[config.mk]
export PLATFORM = sky130hd
export DESIGN_NAME = muldiv_ctrl
export DESIGN_NICKNAME = d
export VERILOG_FILES = /design/src/rtl/muldiv_ctrl.sv
export SDC_FILE = /design/constraint.sdc
export NUM_CORES = 2
export LEC_CHECK = 0
export CORE_MARGIN = 2
export CORE_UTILIZATION = 40
export CTS_BUF_LIST = sky130_fd_sc_hd__clkbuf_4 sky130_fd_sc_hd__clkbuf_8 sky130_fd_sc_hd__clkbuf_16
export CTS_CLUSTER_DIAMETER = 30
export DETAILED_ROUTE_END_ITERATION = 8
export MAX_ROUTING_LAYER = met4
export SYNTH_ARGS = -nofsm -noshare
export SYNTH_HDL_FRONTEND = slang
export SYNTH_SLANG_ARGS = --single-unit
[constraint.sdc]
create_clock -name clk -period 11.5 [get_ports clk]
set_clock_uncertainty 0.1 [all_clocks]
set_input_delay 2.3 -clock clk [delete_from_list [all_inputs] [get_ports clk]]
set_output_delay 2.3 -clock clk [all_outputs]
set_load 0.02 [all_outputs]
[src/rtl/muldiv_ctrl.sv]
// muldiv_ctrl -- HI/LO unit for the execute stage.
//
// Sequences MULT/MULTU (fixed latency) and DIV/DIVU (radix-2 restoring,
// one quotient bit per clock) and owns the architectural HI/LO registers,
// which MTHI/MTLO also write while the unit is idle.
//
// Ports:
//   clk     in   clock
//   resetn  in   synchronous reset, active-low
//   valid   in   operation request (sampled in IDLE only)
//   funct   in   4'b1011 MULT, 4'b1100 MULTU, 4'b1101 DIV, 4'b1110 DIVU
//   a, b    in   rs / rt operands
//   hi_we   in   MTHI write (idle only)
//   lo_we   in   MTLO write (idle only)
//   wdata   in   MTHI/MTLO data
//   flush   in   abort in-flight operation
//   busy    out  operation in flight
//   done    out  one-cycle pulse, HI/LO just updated by an operation
//   hi, lo  out  HI / LO registers
//
// Latency: the accept edge counts as edge 1 of MUL_LAT, so a multiply
// holds busy for MUL_LAT-1 cycles (MUL_LAT=1 writes HI/LO on the accept
// edge itself). A divide spends 32 edges producing quotient bits and one
// more edge on sign fixup, so done follows 33 edges after the accept edge.
module muldiv_ctrl #(
    parameter int MUL_LAT = 3
) (
    input  logic        clk,
    input  logic        resetn,
    input  logic        valid,
    input  logic [3:0]  funct,
    input  logic [31:0] a,
    input  logic [31:0] b,
    input  logic        hi_we,
    input  logic        lo_we,
    input  logic [31:0] wdata,
    input  logic        flush,
    output logic        busy,
    output logic        done,
    output logic [31:0] hi,
    output logic [31:0] lo
);

    typedef enum logic [1:0] {S_IDLE, S_MUL, S_DIV} state_t;

    localparam logic [5:0] MUL_LAST = (MUL_LAT >= 2) ? 6'(MUL_LAT - 2) : 6'd0;
    localparam logic [5:0] DIV_LAST = 6'd32;

    state_t      r_state, w_next;
    logic [5:0]  r_cnt;
    logic [31:0] r_a, r_b;
    logic        r_sgn;
    logic [63:0] r_rem;      // {remainder, quotient} shift register
    logic [31:0] r_dvs;      // divisor magnitude
    logic        r_neg_q, r_neg_r, r_dz;
    logic [31:0] r_hi, r_lo;
    logic        r_done;

    logic        w_legal, w_is_mul, w_signed, w_accept;
    logic        w_mul_fin, w_div_fin;
    logic [31:0] w_ma, w_mb;
    logic        w_msg;
    logic [65:0] w_prod_full;
    logic [31:0] w_abs_a, w_abs_b;
    logic [32:0] w_sh33, w_diff;
    logic        w_ge;
    logic [63:0] w_rem_nxt;
    logic [31:0] w_q, w_r, w_div_lo, w_div_hi;

    assign w_legal  = (funct == 4'b1011) || (funct == 4'b1100) ||
                      (funct == 4'b1101) || (funct == 4'b1110);
    assign w_is_mul = (funct == 4'b1011) || (funct == 4'b1100);
    assign w_signed = (funct == 4'b1011) || (funct == 4'b1101);
    // flush in IDLE blocks acceptance of a same-cycle request
    assign w_accept = (r_state == S_IDLE) && valid && w_legal && !flush;

    // Multiplier takes live inputs in IDLE so MUL_LAT=1 can finish on the
    // accept edge; otherwise it sees the latched operands.
    assign w_ma  = (r_state == S_IDLE) ? a : r_a;
    assign w_mb  = (r_state == S_IDLE) ? b : r_b;
    assign w_msg = (r_state == S_IDLE) ? w_signed : r_sgn;
    assign w_prod_full = 66'($signed({w_msg & w_ma[31], w_ma}) *
                             $signed({w_msg & w_mb[31], w_mb}));

    assign w_abs_a = (w_signed && a[31]) ? (32'd0 - a) : a;
    assign w_abs_b = (w_signed && b[31]) ? (32'd0 - b) : b;

    // Restoring step: shift the pair left one, trial-subtract the divisor
    // from the upper 33 bits (bit 63 may be set before the shift).
    assign w_sh33    = r_rem[63:31];
    assign w_diff    = w_sh33 - {1'b0, r_dvs};
    assign w_ge      = (w_sh33 >= {1'b0, r_dvs});
    assign w_rem_nxt = w_ge ? {w_diff[31:0], r_rem[30:0], 1'b1}
                            : {r_rem[62:0], 1'b0};

    assign w_q      = r_rem[31:0];
    assign w_r      = r_rem[63:32];
    assign w_div_lo = r_dz ? 32'hFFFF_FFFF : (r_neg_q ? (32'd0 - w_q) : w_q);
    assign w_div_hi = r_dz ? r_a           : (r_neg_r ? (32'd0 - w_r) : w_r);

    always_comb begin
        w_next    = r_state;
        w_mul_fin = 1'b0;
        w_div_fin = 1'b0;
        case (r_state)
            S_IDLE: begin
                if (w_accept) begin
                    if (w_is_mul) begin
                        if (MUL_LAT <= 1) w_mul_fin = 1'b1;
                        else              w_next    = S_MUL;
                    end else begin
                        w_next = S_DIV;
                    end
                end
            end
            S_MUL: begin
                if (flush) begin
                    w_next = S_IDLE;
                end else if (r_cnt == MUL_LAST) begin
                    w_mul_fin = 1'b1;
                    w_next    = S_IDLE;
                end
            end
            S_DIV: begin
                if (flush) begin
                    w_next = S_IDLE;
                end else if (r_cnt == DIV_LAST) begin
                    w_div_fin = 1'b1;
                    w_next    = S_IDLE;
                end
            end
            default: w_next = S_IDLE;
        endcase
    end

    always_ff @(posedge clk) begin
        if (!resetn) r_state <= S_IDLE;
        else         r_state <= w_next;
    end

    always_ff @(posedge clk) begin
        if (!resetn) begin
            r_cnt   <= 6'd0;
            r_a     <= 32'd0;
            r_b     <= 32'd0;
            r_sgn   <= 1'b0;
            r_rem   <= 64'd0;
            r_dvs   <= 32'd0;
            r_neg_q <= 1'b0;
            r_neg_r <= 1'b0;
            r_dz    <= 1'b0;
            r_hi    <= 32'd0;
            r_lo    <= 32'd0;
            r_done  <= 1'b0;
        end else begin
            r_done <= w_mul_fin | w_div_fin;

            if (w_accept)                r_cnt <= 6'd0;
            else if (r_state != S_IDLE)  r_cnt <= r_cnt + 6'd1;

            if (w_accept) begin
                r_a     <= a;
                r_b     <= b;
                r_sgn   <= w_signed;
                r_rem   <= {32'd0, w_abs_a};
                r_dvs   <= w_abs_b;
                r_neg_q <= w_signed & (a[31] ^ b[31]);
                r_neg_r <= w_signed & a[31];
                r_dz    <= (b == 32'd0);
            end else if (r_state == S_DIV && !flush && r_cnt < DIV_LAST) begin
                r_rem <= w_rem_nxt;
            end

            // MTHI/MTLO first; an operation finishing on the same edge wins
            if (r_state == S_IDLE) begin
                if (hi_we) r_hi <= wdata;
                if (lo_we) r_lo <= wdata;
            end
            if (w_mul_fin) begin
                r_hi <= w_prod_full[63:32];
                r_lo <= w_prod_full[31:0];
            end
            if (w_div_fin) begin
                r_hi <= w_div_hi;
                r_lo <= w_div_lo;
            end
        end
    end

    assign busy = (r_state != S_IDLE);
    assign done = r_done;
    assign hi   = r_hi;
    assign lo   = r_lo;

endmodule

# Word level (Yosys, flattened, before mapping)
# Cells that the tools add are included.
[word_totals]
regBits = 237
inputBits = 106
wordCells = 97
output_inout_bits = 66
[op_classes]
eq_ne = 11
bitwise_logic = 7
n_mux = 33
reduce_logical = 23
magnitude_cmp = 2
n_mul = 1
addsub = 6
[op_table]
columns = ["cell", "count"]
rows = [
  ["32-bit 2-to-1 mux", 18],
  ["1-bit by 32-bit subtractor with 32-bit output (first input constant)", 4],
  ["33-bit by 33-bit multiplier with 64-bit output", 1],
  ["64-bit 2-to-1 mux", 1],
  ["33-bit by 32-bit greater-or-equal comparator with 1-bit output", 1],
  ["32-bit zero test", 1],
  ["32-bit subtractor", 1],
  ["4-bit == test (second input constant)", 4],
  ["2-bit 2-to-1 mux", 6],
  ["3-bit nonzero test", 3],
  ["1-bit logical AND", 7],
  ["1-bit 2-to-1 mux", 7],
  ["6-bit by 1-bit adder with 6-bit output (second input constant)", 1],
  ["6-bit by 1-bit == test with 1-bit output (second input constant)", 1],
  ["6-bit == test (second input constant)", 1],
  ["6-bit < comparator (second input constant)", 1],
  ["3-bit inequality test (second input constant)", 2],
  ["2-bit case mux with 3 select lines", 1],
  ["1-bit bitwise AND", 4],
  ["1-bit logical OR", 4],
  ["2-bit AND reduction", 2],
  ["2-bit nonzero test", 2],
  ["3-bit AND reduction", 1],
  ["2-bit by 1-bit == test with 1-bit output (second input constant)", 1],
  ["other kinds (8)", 8],
]

# Logic depth before layout (Yosys ltp)
[logic_depth]
ltp_word = 8
mapped_depth = 36
depth_no_buf = 30

# Worst setup path before layout
# No wires, ideal clock.
[synth_timing]
kind = "input port to flip-flop"
start = "input port funct[1]"
end = "register r_hi[31] (netlist: hi[31])"
setup_slack_ps = 724
cell_stages = 32
arrival_ps = 10558
required_ps = 11283
cell_sequence = "nand2b_1 -> a21oi_1 -> mux2i_1 -> nor2_1 -> clkbuf_1 -> nand2_1 -> inv_1 -> fa_1 -> inv_1 -> fa_1 -> inv_1 -> fa_1 -> fa_1 -> inv_1 -> fa_1 -> inv_1 -> fa_1 -> inv_1 -> fa_1 -> fa_1 -> inv_1 -> ha_1 -> clkbuf_1 -> nand4_1 -> nor3_1 -> o21a_1 -> nand2_1 -> o221ai_1 -> a21o_1 -> and3_1 -> o32ai_1 -> a32o_1"
[synth_between]
elab_chain_len = 7
elab_cells_between_ends = 9
cone_classes = "mul: 1; eq/ne: 2; mux: 3; bitwise: 2; reduce/logical: 1"
[synth_rtl]
columns = ["element", "line", "text"]
rows = [
  ["from (decl)", "31", "input logic [3:0] funct,"],
  ["4-bit == test", "73", "assign w_signed = (funct == 4'b1011) || (funct == 4'b1101);"],
  ["1-bit logical OR *", "73", ""],
  ["1-bit 2-to-1 mux *", "81", "assign w_msg = (r_state == S_IDLE) ? w_signed : r_sgn;"],
  ["1-bit bitwise AND (on tied branches)", "82, 83", ""],
  ["33-bit by 33-bit multiplier with 64-bit output *", "82", "assign w_prod_full = 66'($signed({w_msg & w_ma[31], w_ma}) *"],
  ["32-bit 2-to-1 mux *", "179", "if (w_mul_fin) begin"],
  ["32-bit 2-to-1 mux *", "183", "if (w_div_fin) begin"],
  ["to (signal assigned)", "176", "if (hi_we) r_hi <= wdata;"],
  ["to (signal assigned)", "180", "r_hi <= w_prod_full[63:32];"],
  ["to (signal assigned)", "184", "r_hi <= w_div_hi;"],
  ["to (decl)", "56", "logic [31:0] r_hi, r_lo;"],
]
# Every way passes the cells marked *; elsewhere a longest branch is shown, timed or not.
# A chain may end at the register's enable or synchronous reset.

# Final worst setup path
[layout_timing]
start = "input port funct[2]"
end = "register r_hi[29] (netlist: hi[29])"
# Same word-level chain as after synthesis.

==> metrics <==
status=finished, final reports clean; Worst EP required=11.85 ns; pre-CTS setup slack=0.0425 ns; unrepaired setup endpoints after global routing=false; antenna-violating nets left=0; initial antenna violation count=2; drt pass-1 iters=8; critical path type=in -> reg; Clock transition at path regs=0.05 ns; number of global-route vias before repair=47000; Final nets=8017; cts bufs inserted=67; DRC viols=0; RR Startpoint=r_state[1]$_SDFFE_PN0P_; R2R cell count=29; layout cells sized above 1=7.31%; Avg WL per Cell=24.1 µm; Rows=133; Critical Path Source=funct[2]; 1st-iter DRT viols=5039; Arrival @ worst endpoint=11.29 ns; final worst slack=0.563 ns; Multi-input gate area=0.0423 mm²; RD Place Congestion=1.04; Vias/cell=5.54; die footprint=0.135 mm²; Yosys cell types=86; Fillers=13000; first-pass GRT wire length=302000 µm; Max-cap violations=0; M1 WL=85100 µm; Seq cells post-synth=236; Top Metal Used=met4; TritonCTS clock tree=yes; r2r setup slk=1.65 ns; postcts setup bufs=0; Max Root-Sink Buffers=3; Reg area=0.00473 mm²; Crit. End Element=flip-flop; met3 WL=19900 µm; synthesized area per cell=8.30 µm²; H-tree depth=3; Die W=367 µm; Fmax achieved=0.0914 GHz; Synth warnings=0; Buf+Inv Stages, Crit Path=8; largest net degree at the start of global routing=107; Routed WL=201000 µm; slew at the pin closest to its max-slew limit=1.25 ns; crit path max fanout=8; global route total overflow=0; final number of setup-violating endpoints=0; Worst-Skew Late Latency=0.59 ns; commonest non-fill, non-tap cells in the layout=nand2_1 (1281), inv_1 (1205), fa_1 (1126); CTS sink cnt=236; CP delay by family, top=adder cells; area grow syn2layout=14.5%; via count=46200; Setup crit end=hi[29]$_SDFFE_PN0P_; Stages on worst setup path=31; slew margin rel.=15.5%; core box area=0.131 mm²; CTS-repair resized insts=0; Tmin final=10.94 ns; CTS Hold Buffers Added=0; CP startpoint kind=primary input; Post-Syn Nets=7832; HPWL after DPL=165000 µm; Pins Over Slew Limit=0; Max stage delay on crit path=0.59 ns; Final Hold Vio Count=0; HP Class=reg -> reg; Cells after Synth=6349; share of the yosys chip area belonging to registers=8.96%; Die Y-Extent=367 µm; FFs w/ async S/R, synth=0%; post-synthesis cell area=0.0527 mm²; CP max stage cell=fa_1; Tcrit/Tclk final=95.1%; Overall Global Routing Usage=30.7%; commonest non-fill, non-tap cell in the layout=nand2_1; IO buf count=171; R2R Path End=hi[30]$_SDFFE_PN0P_; ys flop type=dfxtp_1; metal2 WL=86300 µm; root buffer cell=clkbuf_16; number of synthesized flops with an enable pin=0; Ports=172; Critical Path Most Common Cell=fa_1; starting density of the core=40.2%; setup_tns=0 ns
-- per-layer routing --
metal	GRT usage, %	vias up
met5	-	-
met4	12.3	0
met3	6.16	444
met2	44.9	2458
met1	41.7	23300
li1	-	19900
-- worst reg2reg max path: cells and delay by family, from the launching register on --
family,cells,cell delay (ns)
adder cells (fa/ha/maj),9,4.47
AO/OA/AOI/OAI,7,1.74
flip-flops,1,0.36
AND/OR/NAND/NOR,4,1.06
multiplexers,1,0.96
buffers and inverters,8,1.02
-- synth_stat cells, drive strengths merged (23+ instances only) --
library cell  number  area share (%)
a211oi            58            0.83
a21o              36            0.51
a21oi            247             2.3
a311oi            34            0.56
a31oi             30            0.36
and2              42            0.50
and3              31            0.37
clkbuf           326             2.3
dfxtp            236             9.0
fa              1126              43
ha               251             6.0
inv             1206             8.6
mux2i             66             1.3
nand2           1282             9.1
nand2b            24            0.28
nand3             48            0.46
nand4             24            0.28
nor2             499             3.6
nor3              45            0.43
o211ai            29            0.42
o21a              23            0.33
o21ai            160             1.5
o31ai             40            0.61
or3               29            0.35
xnor2            113             1.9
xor2              73             1.2
-- how the worst min path moves through the flow --
stage,startpoint,endpoint,slack (ns),depth (start not counted)
after global routing,lo[12]$_SDFFE_PN0P_,lo[12]$_SDFFE_PN0P_,0.37,2
after detailed placement,lo[12]$_SDFFE_PN0P_,lo[12]$_SDFFE_PN0P_,0.35,2
after floorplan,r_b[27]$_SDFFE_PN0P_,r_b[27]$_SDFFE_PN0P_,0.34,2
after CTS,lo[12]$_SDFFE_PN0P_,lo[12]$_SDFFE_PN0P_,0.35,2
final,lo[12]$_SDFFE_PN0P_,lo[12]$_SDFFE_PN0P_,0.35,2
after global placement,lo[8]$_SDFFE_PN0P_,lo[8]$_SDFFE_PN0P_,0.34,2
-- per-stage QoR --
step / util, % / cell area, µm² / instances / hold slack, ns
6_report: 46.0 / 60300 / 8339 / 0.350
4_1_cts: 46.0 / 60300 / 8337 / 0.351
3_5_place_dp: 44.2 / 57900 / 8220 / 0.347
5_1_grt: 46.0 / 60300 / 8339 / 0.371
3_3_place_gp: 44.2 / 57900 / 8220 / 0.341
2_1_floorplan: - / 52700 / 6349 / 0.336
-- flip-flops by register name, summed over array words and instances (netlist names) --
name     count
r_neg_r      1
r_dvs       31
done         1
r_dz         1
r_sgn        1
r_rem       64
r_a         32
lo          32
hi          32
r_state      2
r_cnt        6
r_neg_q      1
r_b         32
-- cell families after synthesis --
family	synth area share, %
compound gates	10.2
xor+xnor	3.13
fa+ha+maj	48.7
buf+inv	11.1
flops	8.96
mux	1.51
simple gates	16.4
-- cell type report --
cell class	count	area share, %
multi-input cells	4558	70.0
flip-flops and latches	236	7.83
inverters	1208	7.52
repair buffers	463	7.00
well taps	1755	3.64
clock buffers	84	3.11
clock inverters	33	0.854
diodes	2	0.00829
Power is left out: the tool's default activity adds up to more than one toggle a clock period on the data nets, which glitch-free logic cannot reach.
